`src/rtl/uart_pkg.sv`:
```
// Shared UART types and default frame geometry.
// Imported by the receiver and its helpers.
package uart_pkg;

    localparam int UART_OVERSAMPLE = 16;
    localparam int UART_DATA_BITS  = 8;

    typedef enum logic [2:0] {
        IDLE,
        START,
        DATA,
        STOP,
        BREAK_WAIT
    } rx_state_t;

endpackage

```
`src/rtl/uart_sync.sv`:
```
// Two-flop synchroniser for asynchronous single-bit inputs.
// Both flops are preset to RESET_VAL so an idle line reads idle out of reset.
module uart_sync #(
    parameter logic RESET_VAL = 1'b1
) (
    input  logic clk,
    input  logic rst_n,
    input  logic d,
    output logic q
);

    logic meta;

    always_ff @(posedge clk or negedge rst_n) begin
        if (!rst_n) begin
            meta <= RESET_VAL;
            q    <= RESET_VAL;
        end else begin
            meta <= d;
            q    <= meta;
        end
    end

endmodule

```
`src/rtl/uart_rx.sv`:
```
// Oversampled 8N1 UART receiver with a one-byte valid/ready output register.
// Reports sticky framing errors and overruns when the consumer stalls.
module uart_rx
    import uart_pkg::*;
#(
    parameter int OVERSAMPLE = UART_OVERSAMPLE,
    parameter int DATA_BITS  = UART_DATA_BITS
) (
    input  logic                 clk,
    input  logic                 rst_n,
    input  logic                 rx_datastream,
    input  logic                 rx_data_ready,
    input  logic                 rx_framing_err_clr,
    output logic                 rx_data_valid,
    output logic [DATA_BITS-1:0] rx_data,
    output logic                 rx_overrun,
    output logic                 rx_framing_err
);

    localparam int TW = $clog2(OVERSAMPLE);
    localparam int BW = (DATA_BITS > 1) ? $clog2(DATA_BITS) : 1;

    localparam logic [TW-1:0] TICK_HALF = TW'(OVERSAMPLE / 2 - 1);
    localparam logic [TW-1:0] TICK_LAST = TW'(OVERSAMPLE - 1);
    localparam logic [BW-1:0] BIT_LAST  = BW'(DATA_BITS - 1);

    logic line;

    rx_state_t            state, state_n;
    logic [TW-1:0]        tick, tick_n;
    logic [BW-1:0]        bit_cnt, bit_n;
    logic [DATA_BITS-1:0] shift_reg, shift_n;
    logic                 deliver;
    logic                 ferr_set;
    logic                 handshake;

    uart_sync #(
        .RESET_VAL(1'b1)
    ) u_sync (
        .clk  (clk),
        .rst_n(rst_n),
        .d    (rx_datastream),
        .q    (line)
    );

    always_ff @(posedge clk or negedge rst_n) begin
        if (!rst_n) begin
            state     <= IDLE;
            tick      <= '0;
            bit_cnt   <= '0;
            shift_reg <= '0;
        end else begin
            state     <= state_n;
            tick      <= tick_n;
            bit_cnt   <= bit_n;
            shift_reg <= shift_n;
        end
    end

    always_comb begin
        state_n  = state;
        tick_n   = tick + 1'b1;
        bit_n    = bit_cnt;
        shift_n  = shift_reg;
        deliver  = 1'b0;
        ferr_set = 1'b0;
        unique case (state)
            IDLE: begin
                tick_n = '0;
                if (!line) state_n = START;
            end
            START: begin
                // Mid start bit: a high line here was only a glitch.
                if (tick == TICK_HALF) begin
                    tick_n = '0;
                    if (line) begin
                        state_n = IDLE;
                    end else begin
                        state_n = DATA;
                        bit_n   = '0;
                    end
                end
            end
            DATA: begin
                if (tick == TICK_LAST) begin
                    tick_n  = '0;
                    shift_n = {line, shift_reg[DATA_BITS-1:1]};
                    if (bit_cnt == BIT_LAST) state_n = STOP;
                    else bit_n = bit_cnt + 1'b1;
                end
            end
            STOP: begin
                if (tick == TICK_LAST) begin
                    tick_n = '0;
                    if (line) begin
                        deliver = 1'b1;
                        state_n = IDLE;
                    end else begin
                        ferr_set = 1'b1;
                        state_n  = BREAK_WAIT;
                    end
                end
            end
            BREAK_WAIT: begin
                tick_n = '0;
                if (line) state_n = IDLE;
            end
            default: begin
                tick_n  = '0;
                state_n = IDLE;
            end
        endcase
    end

    assign handshake = rx_data_valid && rx_data_ready;

    // A delivery in the same cycle as a handshake refills the register.
    always_ff @(posedge clk or negedge rst_n) begin
        if (!rst_n) begin
            rx_data_valid <= 1'b0;
            rx_data       <= '0;
            rx_overrun    <= 1'b0;
        end else begin
            if (deliver && (!rx_data_valid || rx_data_ready)) begin
                rx_data       <= shift_reg;
                rx_data_valid <= 1'b1;
            end else if (handshake) begin
                rx_data_valid <= 1'b0;
            end
            if (deliver && rx_data_valid && !rx_data_ready) begin
                rx_overrun <= 1'b1;
            end else if (handshake) begin
                rx_overrun <= 1'b0;
            end
        end
    end

    always_ff @(posedge clk or negedge rst_n) begin
        if (!rst_n) begin
            rx_framing_err <= 1'b0;
        end else if (ferr_set) begin
            rx_framing_err <= 1'b1;
        end else if (rx_framing_err_clr) begin
            rx_framing_err <= 1'b0;
        end
    end

endmodule
```
`config.mk`:
```
export PLATFORM = sky130hd
export DESIGN_NAME = uart_rx
export DESIGN_NICKNAME = d
export VERILOG_FILES = /design/src/rtl/uart_pkg.sv /design/src/rtl/uart_sync.sv /design/src/rtl/uart_rx.sv
export SDC_FILE = /design/constraint.sdc
export NUM_CORES = 1
export LEC_CHECK = 0
export BUFFER_PORTS_ARGS = -buffer_cell sky130_fd_sc_hd__buf_2
export CAP_MARGIN = 5
export CORE_ASPECT_RATIO = 0.75
export CORE_MARGIN = 5
export CORE_UTILIZATION = 56
export CTS_CLUSTER_SIZE = 25
export DETAILED_ROUTE_END_ITERATION = 8
export PLACE_DENSITY = 0.81
export SYNTH_ARGS = -nofsm -noshare
export SYNTH_HDL_FRONTEND = slang
export SYNTH_SLANG_ARGS = --single-unit
```
`constraint.sdc`:
```
create_clock -name clk -period 2.9 [get_ports clk]
set_input_delay 0.29 -clock clk [delete_from_list [all_inputs] [get_ports clk]]
set_output_delay 0.29 -clock clk [all_outputs]
set_load 0.03 [all_outputs]
```
### Yosys cells after proc, flatten, opt, wreduce, memory -nomap -nowiden

Cells that the tools add are included.

| operators by class | value |
|---|---|
| add/sub/neg operators | 2 |
| eq/ne operators | 15 |
| mux-type cells | 28 |
| reduce and logical (&&, ||, !) cells | 16 |

Operators by type and width:

| operator | count |
|---|---|
| $mux 3 | 11 |
| $pmux 3 s5 | 1 |
| $ne 2x2->1 const B | 7 |
| $mux 1 | 11 |
| $mux 4 | 2 |
| $pmux 4 s2 | 1 |
| $reduce_bool 2->1 | 4 |
| $eq 3x2->1 const B | 2 |
| $eq 3x3->1 const B | 2 |
| $pmux 3 s2 | 1 |
| $reduce_and 6->1 | 1 |
| $reduce_and 5->1 | 1 |
| $add 4x1->4 const B | 1 |
| $eq 4x3->1 const B | 1 |
| $eq 4x4->1 const B | 1 |
| $logic_and 1x1->1 | 4 |
| $add 3x1->3 const B | 1 |
| $eq 3x1->1 const B | 1 |
| $logic_not 3->1 | 1 |
| $logic_not 1->1 | 2 |
| $mux 2 | 1 |
| $ne 2x1->1 const B | 1 |
| $reduce_and 2->1 | 1 |
| $reduce_or 2->1 | 1 |
| $logic_or 1x1->1 | 1 |

| storage, ports and cells | value |
|---|---|
| bits in registers | 31 |
| output and inout bits | 11 |
| bits of input ports | 5 |
| logic and storage cells | 71 |

### Longest topological paths before layout

Gate-level depths: netlist (run 1).

| logic depth | value |
|---|---|
| depth after elaboration | 6 |
| mapped depth | 5 |
| depth with buffers taken out | 5 |

### Modules after synthesis

A second synthesis (run 1) with hierarchy kept.

| second synthesis, totals | value |
|---|---|
| cell total of the unflattened synthesis | 99 |
| area total of the unflattened synthesis | 1,341.3 um^2 |

Modules (own cells, without submodules):

| module | cells each | area each (um^2) | times used | seq. area each (um^2) |
|---|---|---|---|---|
| uart_rx | 97 | 1,288.7 | 1 | 725.7 |
| uart_sync | 2 | 52.6 | 1 | 52.6 |

### Least setup slack after synthesis (run 1)

Ideal clock, no wire load.

| path | value |
|---|---|
| path type | reg-to-reg |
| from | register bit_cnt[0] |
| to | register bit_cnt[0] |
| path buffers | 0 |
| setup time | 0.125 ns |
| required time | 2.775 ns |
| cell stages (with the launch flop) | 6 |
| clock period less this slack | 2.036 ns |
| arrival | 1.911 ns |
| slack | 0.864 ns |
| path through | dfrtp_1 > ha_1 > ha_1 > or3b_1 > a2111o_1 > mux2_4 |

| on the way | value |
|---|---|
| cells in the longest elaborated chain, start to end | 4 |
| elaborated cells between the ends (all ways) | 7 |
| classes of those cells | add/sub (1); eq/ne (2); mux (3); reduce/logical (1) |

RTL lines:

| item | line | RTL |
|---|---|---|
| from (decl) | uart_rx.sv:31 | `logic [BW-1:0] bit_cnt, bit_n;` |
| from (signal assigned) | uart_rx.sv:55 | `bit_cnt <= bit_n;` |
| $add 3x1->3 | uart_rx.sv:89 | `else bit_n = bit_cnt + 1'b1;` |
| $mux 3 | uart_rx.sv:88 | `if (bit_cnt == BIT_LAST) state_n = STOP;` |
| $mux 3 | uart_rx.sv:85 | `if (tick == TICK_LAST) begin` |
| $pmux 3 s2 | uart_rx.sv:67 | `unique case (state)` |

Parallel ways exist; a longest one is shown, timed or not. The select of a mux whose other input is x is not followed.
A chain may end at the register's enable or synchronous reset.

### Final worst setup path (run 1)

Same ends and word-level chain as after synthesis.

==> key figures, run 1 <==
Synthesis
  – Post-Syn Area: 1340 sq um
  – Sequential share of the synthesized area: 57.9%
  – Fraction of the mapped netlist area in simple logic gates: 11.4%
  – Share of Yosys cell area claimed by the top area cell type: 54.0%
  – Post-synth net total: 112
  – Most area-hungry cell type in the Yosys netlist: sky130_fd_sc_hd__dfrtp_1
  – Synthesized-area fraction occupied by adder cells: 2.79%
  – Number of synthesized flops with an enable pin: 0
  – Distinct cells, synth: 32
  – Prevailing post-synth register cell: sky130_fd_sc_hd__dfrtp_1
  – Yosys warns: 0
  – Combinational family with the most area after synthesis: multiplexers
  – Number of cells produced by synthesis: 104
  – Mean instance size in the synthesized netlist: 12.9 sq um
  – Share of flip-flops with an asynchronous set or reset after synthesis: 100%
  – Cell types with the largest area share after synthesis: sky130_fd_sc_hd__dfrtp_1, sky130_fd_sc_hd__mux2_2, sky130_fd_sc_hd__dfstp_2
  – Multiplexer share of the synthesized area: 16.9%
  – Flop and latch count out of synthesis: 31
  – Post-synthesis share of cell area spent on xor and xnor gates: 1.96%
  – Complex-gate fraction of the synthesized area: 6.52%

Clock tree
  – Clk pin slew, worst setup/hold paths: 0.10 ns
  – Source-to-sink clock delay at the later pin of the worst-skew pair: 0.32 ns
  – Clock root buffer: sky130_fd_sc_hd__clkbuf_4
  – Inserted Clock Buffers: 5
  – # Post-CTS Setup Buffers: 0
  – Clock sink count: 31
  – Post-CTS Hold Fix Bufs: 0
  – Max Buffers Root-to-Sink: 2
  – Total of cells resized after clock tree synthesis: 0
  – H-tree depth reported by CTS: 2
  – TritonCTS clock tree: done

Timing
  – Setup repair after global routing missed its margin: false
  – Worst clock skew on the final layout: 0.00989 ns
  – Total negative slack for setup checks: 0 ns
  – Final critical-path share of the clock period: 74.0%
  – Final Hold Slack: -0.00511 ns
  – Clock period minus final worst setup slack: 2.15 ns
  – Fmax: 466 MHz
  – Final count of pins violating max slew: 0
  – Transition time at the pin with the least slew margin: 0.658 ns
  – Final Hold Viols: 25
  – Finish-stage setup viols: 0
  – Tightest slew margin relative to the limit: 56.2%

Die
  – Io pins: 16
  – Die H: 52.4 um
  – Number of cell rows: 15
  – Starting density of the core: 58.7%
  – Die Outline Area: 3490 sq um
  – Placeable core area: 2290 sq um
  – Horizontal die dimension: 66.6 um

Layout
  – Most frequent standard cell in the layout excluding fill and tap cells: sky130_fd_sc_hd__dfrtp_1
  – Total number of nets in the final design: 130
  – Core occupancy in the finished layout: 66.0%
  – Diodes inserted: 0
  – Commonest cells after routing, fill and taps aside: sky130_fd_sc_hd__dfrtp_1, sky130_fd_sc_hd__mux2_2, sky130_fd_sc_hd__buf_2
  – Post-layout instance count excluding filler cells: 157
  – Fraction of final layout cells with drive strength greater than 1: 36.6%
  – Area growth from synthesis to final layout: 12.4%

Run status
  – Violated checks: negative hold slack
  – Outcome: finished with violations

GRT
  – Antenna violations before repair: 0
  – GRT Total Usage: 15.8%
  – Total global routing overflow: 0
  – Wire length of the first global-routing pass: 3900 um
  – Largest net degree at the start of global routing: 32
  – Vias in the first global route: 834

Power and ir drop
  – Maximum resistive drop on vdd: 0.371 mV
  – P per Cell Area: 571 nW/um^2
  – Leak Pwr: 0.773 nW

Critical path
  – Peak per-stage delay on the critical path: 0.50 ns
  – Register-to-register setup slack: 0.75 ns
  – Required time of the critical path: 3.11 ns
  – Worst r2r path cells: 5
  – List of cells traversed by the critical path: ha_1 -> ha_1 -> or3b_1 -> a2111o_1 -> mux2_4
  – Critical path endpoint: bit_cnt[0]$_DFFE_PN0P_
  – Max FO, Critical Path: 4
  – Source of the critical timing path: bit_cnt[0]$_DFFE_PN0P_
  – Sort of element at the end of the critical path: flip-flop
  – Launch instance of the worst register-to-register path: bit_cnt[0]$_DFFE_PN0P_
  – Most Frequent Cell on Critical Path: sky130_fd_sc_hd__ha_1
  – CP Data Arrival Time: 2.35 ns
  – Critical R2R Capture: bit_cnt[0]$_DFFE_PN0P_
  – Worst Path Class, Setup: reg -> reg
  – Max stage delay cell, worst path: sky130_fd_sc_hd__a2111o_1
  – Critical Path Source Type: flip-flop

Route
  – Post-detailed-route wirelength per cell: 14.6 um
  – Vias per inst: 5.26
  – Initial DRC count: 30
  – Routed Antenna Nets: 0
  – Total via count after detailed routing: 826
  – DR DRC count: 0
  – DRT Pass-1 Iters: 4
  – Overall routed net length: 2300 um

Place
  – RD Place Congestion: 0.817
  – Cell total after placement: 149
  – Total half-perimeter wirelength after legalization and detailed placement: 1590 um
  – Number of port buffers: 15

Worst hold path
  – Kind of path behind the tightest hold check: in -> async

Job
  – Max-cap viol count: 0
## per-layer routing
layer	share of wire, %	vias to the layer above	global-route usage, %
li1	-	401	-
met1	49	409	20.7
met2	45	12	22.5
met3	4.0	4	6.01
met4	1.4	0	8.11
met5	0	-	0
## report_power, final
part | switching, W | internal (W)
Combinational | 0.0000437 | 0.0000410
Clock | 0.000140 | 0.000143
Sequential | 0.0000350 | 0.000460
Total | 0.000219 | 0.000643
## critical path: cells and delay by family (launching register included)
family	cells	cell delay (ns)
AOI/OAI and AO/OA	1	0.50
adders and majority gates	2	0.43
muxes	1	0.32
DFF	1	0.41
and+or+nand+nor	1	0.38
## worst min-delay path by stage
stage | cells past startpoint | end
final | 1 | tick[3]$_DFF_PN0_
after global routing | 1 | bit_cnt[2]$_DFFE_PN0P_
after CTS | 1 | state[1]$_DFFE_PN0P_
after detailed placement | 0 | u_sync.q$_DFF_PN1_
after global placement | 0 | u_sync.q$_DFF_PN1_
after floorplan | 0 | bit_cnt[0]$_DFFE_PN0P_
## cell usage after synthesis, types with 2 or more instances
cell type,count
sky130_fd_sc_hd__xor2_1,2
sky130_fd_sc_hd__a21oi_1,2
sky130_fd_sc_hd__dfrtp_1,29
sky130_fd_sc_hd__ha_1,3
sky130_fd_sc_hd__a2111o_1,2
sky130_fd_sc_hd__mux2_2,17
sky130_fd_sc_hd__mux2i_1,2
sky130_fd_sc_hd__nor2_1,5
sky130_fd_sc_hd__o21ai_0,3
sky130_fd_sc_hd__buf_2,3
sky130_fd_sc_hd__nand2_1,7
sky130_fd_sc_hd__inv_1,4
sky130_fd_sc_hd__dfstp_2,2
sky130_fd_sc_hd__nand3_1,3
sky130_fd_sc_hd__or3b_1,3
## cells by family (layout without fill, tap and decap cells)
kind of cell | count (synthesis) | in the layout
compound gates | 12 | 12
buf+inv | 8 | 27
mux | 20 | 20
fa+ha+maj | 3 | 3
simple gates | 27 | 27
flops | 31 | 31
xor+xnor | 3 | 3
## metrics by stage
stage	worst slack [ns]	instance area [sq um]	power [W]
5_1_grt	0.681	1510	0.000902
4_1_cts	0.755	1510	0.000865
2_1_floorplan	0.864	1340	0.000558
3_3_place_gp	0.831	1440	0.000581
3_5_place_dp	0.773	1440	0.000587
6_report	0.753	1510	0.000862
## cell type report
cell class	instances	area, sq um
multi-input cells	65	531
flip-flops and latches	31	778
repair buffers	15	75.1
inverters	4	15.0
clock buffers	8	68.8
fillers	186	779
well taps	34	42.5
(Power assumes the default switching activity.)
==> run 2: changes to the inputs <==
clock period = 2 ns   (was 2.9 ns; I/O delays follow)
==> key figures, run 2 (synthesis results as in run 1) <==
Place
  – Cell total after placement: 152
  – Total half-perimeter wirelength after legalization and detailed placement: 1690 um
  – Total placed instance area: 1460 sq um
  – Number of port buffers: 15
  – RD Place Congestion: 0.830

Worst hold path
  – Worst Hold Depth: 2
  – Kind of path behind the tightest hold check: in -> reg
  – Endpoint of the worst hold path: rx_framing_err$_DFFE_PN0P_
  – Hold Crit Start: rx_framing_err_clr

Layout
  – Core occupancy in the finished layout: 69.8%
  – Diodes inserted: 0
  – Area growth from synthesis to final layout: 19.0%
  – Most frequent standard cell in the layout excluding fill and tap cells: sky130_fd_sc_hd__dfrtp_1
  – Commonest cells after routing, fill and taps aside: sky130_fd_sc_hd__dfrtp_1, sky130_fd_sc_hd__mux2_2, sky130_fd_sc_hd__buf_2
  – Fraction of final layout cells with drive strength greater than 1: 39.8%
  – Total number of nets in the final design: 135
  – Post-layout instance count excluding filler cells: 162
  – Post-route design area: 1600 sq um

Job
  – Max-cap viol count: 0

Critical path
  – Critical R2R Capture: bit_cnt[0]$_DFFE_PN0P_
  – Worst r2r path cells: 5
  – Required time of the critical path: 2.23 ns
  – Depth of the critical timing path with buffers and inverters included: 5
  – Peak per-stage delay on the critical path: 0.47 ns
  – CP Data Arrival Time: 2.22 ns
  – Max FO, Critical Path: 3
  – Max stage delay cell, worst path: sky130_fd_sc_hd__a2111o_1
  – Top delay family on crit path: compound AO/OA/AOI/OAI gates
  – Critical Path Source Type: flip-flop
  – Sort of element at the end of the critical path: flip-flop
  – Worst Path Class, Setup: reg -> reg
  – Launch instance of the worst register-to-register path: bit_cnt[0]$_DFFE_PN0P_
  – Most Frequent Cell on Critical Path: sky130_fd_sc_hd__ha_4
  – Buffer and inverter count on the worst path: 0
  – Register-to-register setup slack: 0.003 ns
  – List of cells traversed by the critical path: ha_4 -> ha_4 -> or3b_1 -> a2111o_1 -> mux2_4

Clock tree
  – Inserted Clock Buffers: 5
  – TritonCTS clock tree: done
  – Source-to-sink clock delay at the later pin of the worst-skew pair: 0.33 ns
  – Clock root buffer: sky130_fd_sc_hd__clkbuf_4
  – Clock sink count: 31
  – H-tree depth reported by CTS: 2
  – Max Buffers Root-to-Sink: 2
  – Clk pin slew, worst setup/hold paths: 0.10 ns

Route
  – DR DRC count: 0
  – Total via count after detailed routing: 893
  – Routed Antenna Nets: 0
  – Vias per inst: 5.51
  – Post-detailed-route wirelength per cell: 14.8 um
  – Initial DRC count: 17
  – DRT Pass-1 Iters: 4
  – Overall routed net length: 2390 um

Power and ir drop
  – Leak Pwr: 0.802 nW
  – Maximum resistive drop on vdd: 0.479 mV
  – P per Cell Area: 854 nW/um^2

Timing
  – Tightest slew margin relative to the limit: 56.9%
  – Clock period minus final worst setup slack: 2.00 ns
  – Setup repair after global routing missed its margin: true
  – Transition time at the pin with the least slew margin: 0.647 ns
  – Final count of pins violating max slew: 0
  – Finish-stage setup viols: 0
  – Worst clock skew on the final layout: 0.0119 ns
  – Final Hold Viols: 0
  – Total negative slack for setup checks: 0 ns
  – Fmax: 501 MHz
  – Final critical-path share of the clock period: 99.9%

GRT
  – Vias in the first global route: 885
  – Total global routing overflow: 0
  – Wire length of the first global-routing pass: 4120 um
  – GRT Total Usage: 17.2%
  – Largest net degree at the start of global routing: 32
  – Antenna violations before repair: 0

Die
  – Starting density of the core: 58.7%
  – Placeable core area: 2290 sq um
  – Horizontal die dimension: 66.6 um
  – Die H: 52.4 um
  – Die Outline Area: 3490 sq um
  – Number of cell rows: 15
  – Io pins: 16

Run status
  – Outcome: finished, final reports clean
-- run 2: repair_timing --
item                                    CTS  global route
endpoints found under the setup margin    0             3
hold buffers                              2             0
gates resized for setup                   0             5
endpoints found under the hold margin    30             0
setup buffers                             0             0
-- run 2: worst max path at each step --
stage                                   endpoint                    from  slack (ns)
after floorplan           bit_cnt[0]$_DFFE_PN0P_  bit_cnt[0]$_DFFE_PN0P_        0.01
after global placement    bit_cnt[0]$_DFFE_PN0P_  bit_cnt[0]$_DFFE_PN0P_        0.06
after detailed placement  bit_cnt[0]$_DFFE_PN0P_  bit_cnt[0]$_DFFE_PN0P_        0.02
after CTS                 bit_cnt[0]$_DFFE_PN0P_  bit_cnt[0]$_DFFE_PN0P_       0.002
after global routing      bit_cnt[0]$_DFFE_PN0P_  bit_cnt[0]$_DFFE_PN0P_       -0.04
final                     bit_cnt[0]$_DFFE_PN0P_  bit_cnt[0]$_DFFE_PN0P_       0.003
-- run 2: metal layers --
metal | GRT usage, % | vias to the layer above | share of wire, %
met5 | 0 | - | 0
met4 | 10.8 | 0 | 1.9
met3 | 7.73 | 5 | 3.8
met2 | 26.5 | 17 | 50
met1 | 19.6 | 459 | 44
li1 | - | 412 | -
-- run 2: area by class of cell --
cell class,instances,area (sq um)
clock buffers,6,51.3
multi-input cells,65,556
inverters,4,15.0
flip-flops and latches,31,778
fillers,167,691
repair buffers,20,121
well taps,34,42.5
clock inverters,2,35.0
-- run 2: worst reg2reg max path, delay by kind of cell, from the launching register on --
family,cells,cell delay [ns]
compound gates,1,0.47
fa+ha+maj,2,0.33
simple gates,1,0.35
flops,1,0.44
mux,1,0.31
-- run 2: per-stage QoR --
stage               total power (W)  hold slack [ns]  setup slack (ns)
floorplan                  0.000810          -0.0956           0.00955
global placement           0.000849            0.268            0.0611
detailed placement         0.000863            0.267            0.0155
CTS                         0.00138           0.0258           0.00238
global route                0.00145           0.0159           -0.0429
finish                      0.00137           0.0424           0.00286
-- run 2: power by group --
part | internal [W] | total, W | switching [W] | leakage, nW
Combinational | 0.0000702 | 0.000141 | 0.0000708 | 0.335
Clock | 0.000295 | 0.000510 | 0.000215 | 0.0482
Sequential | 0.000667 | 0.000715 | 0.0000481 | 0.418
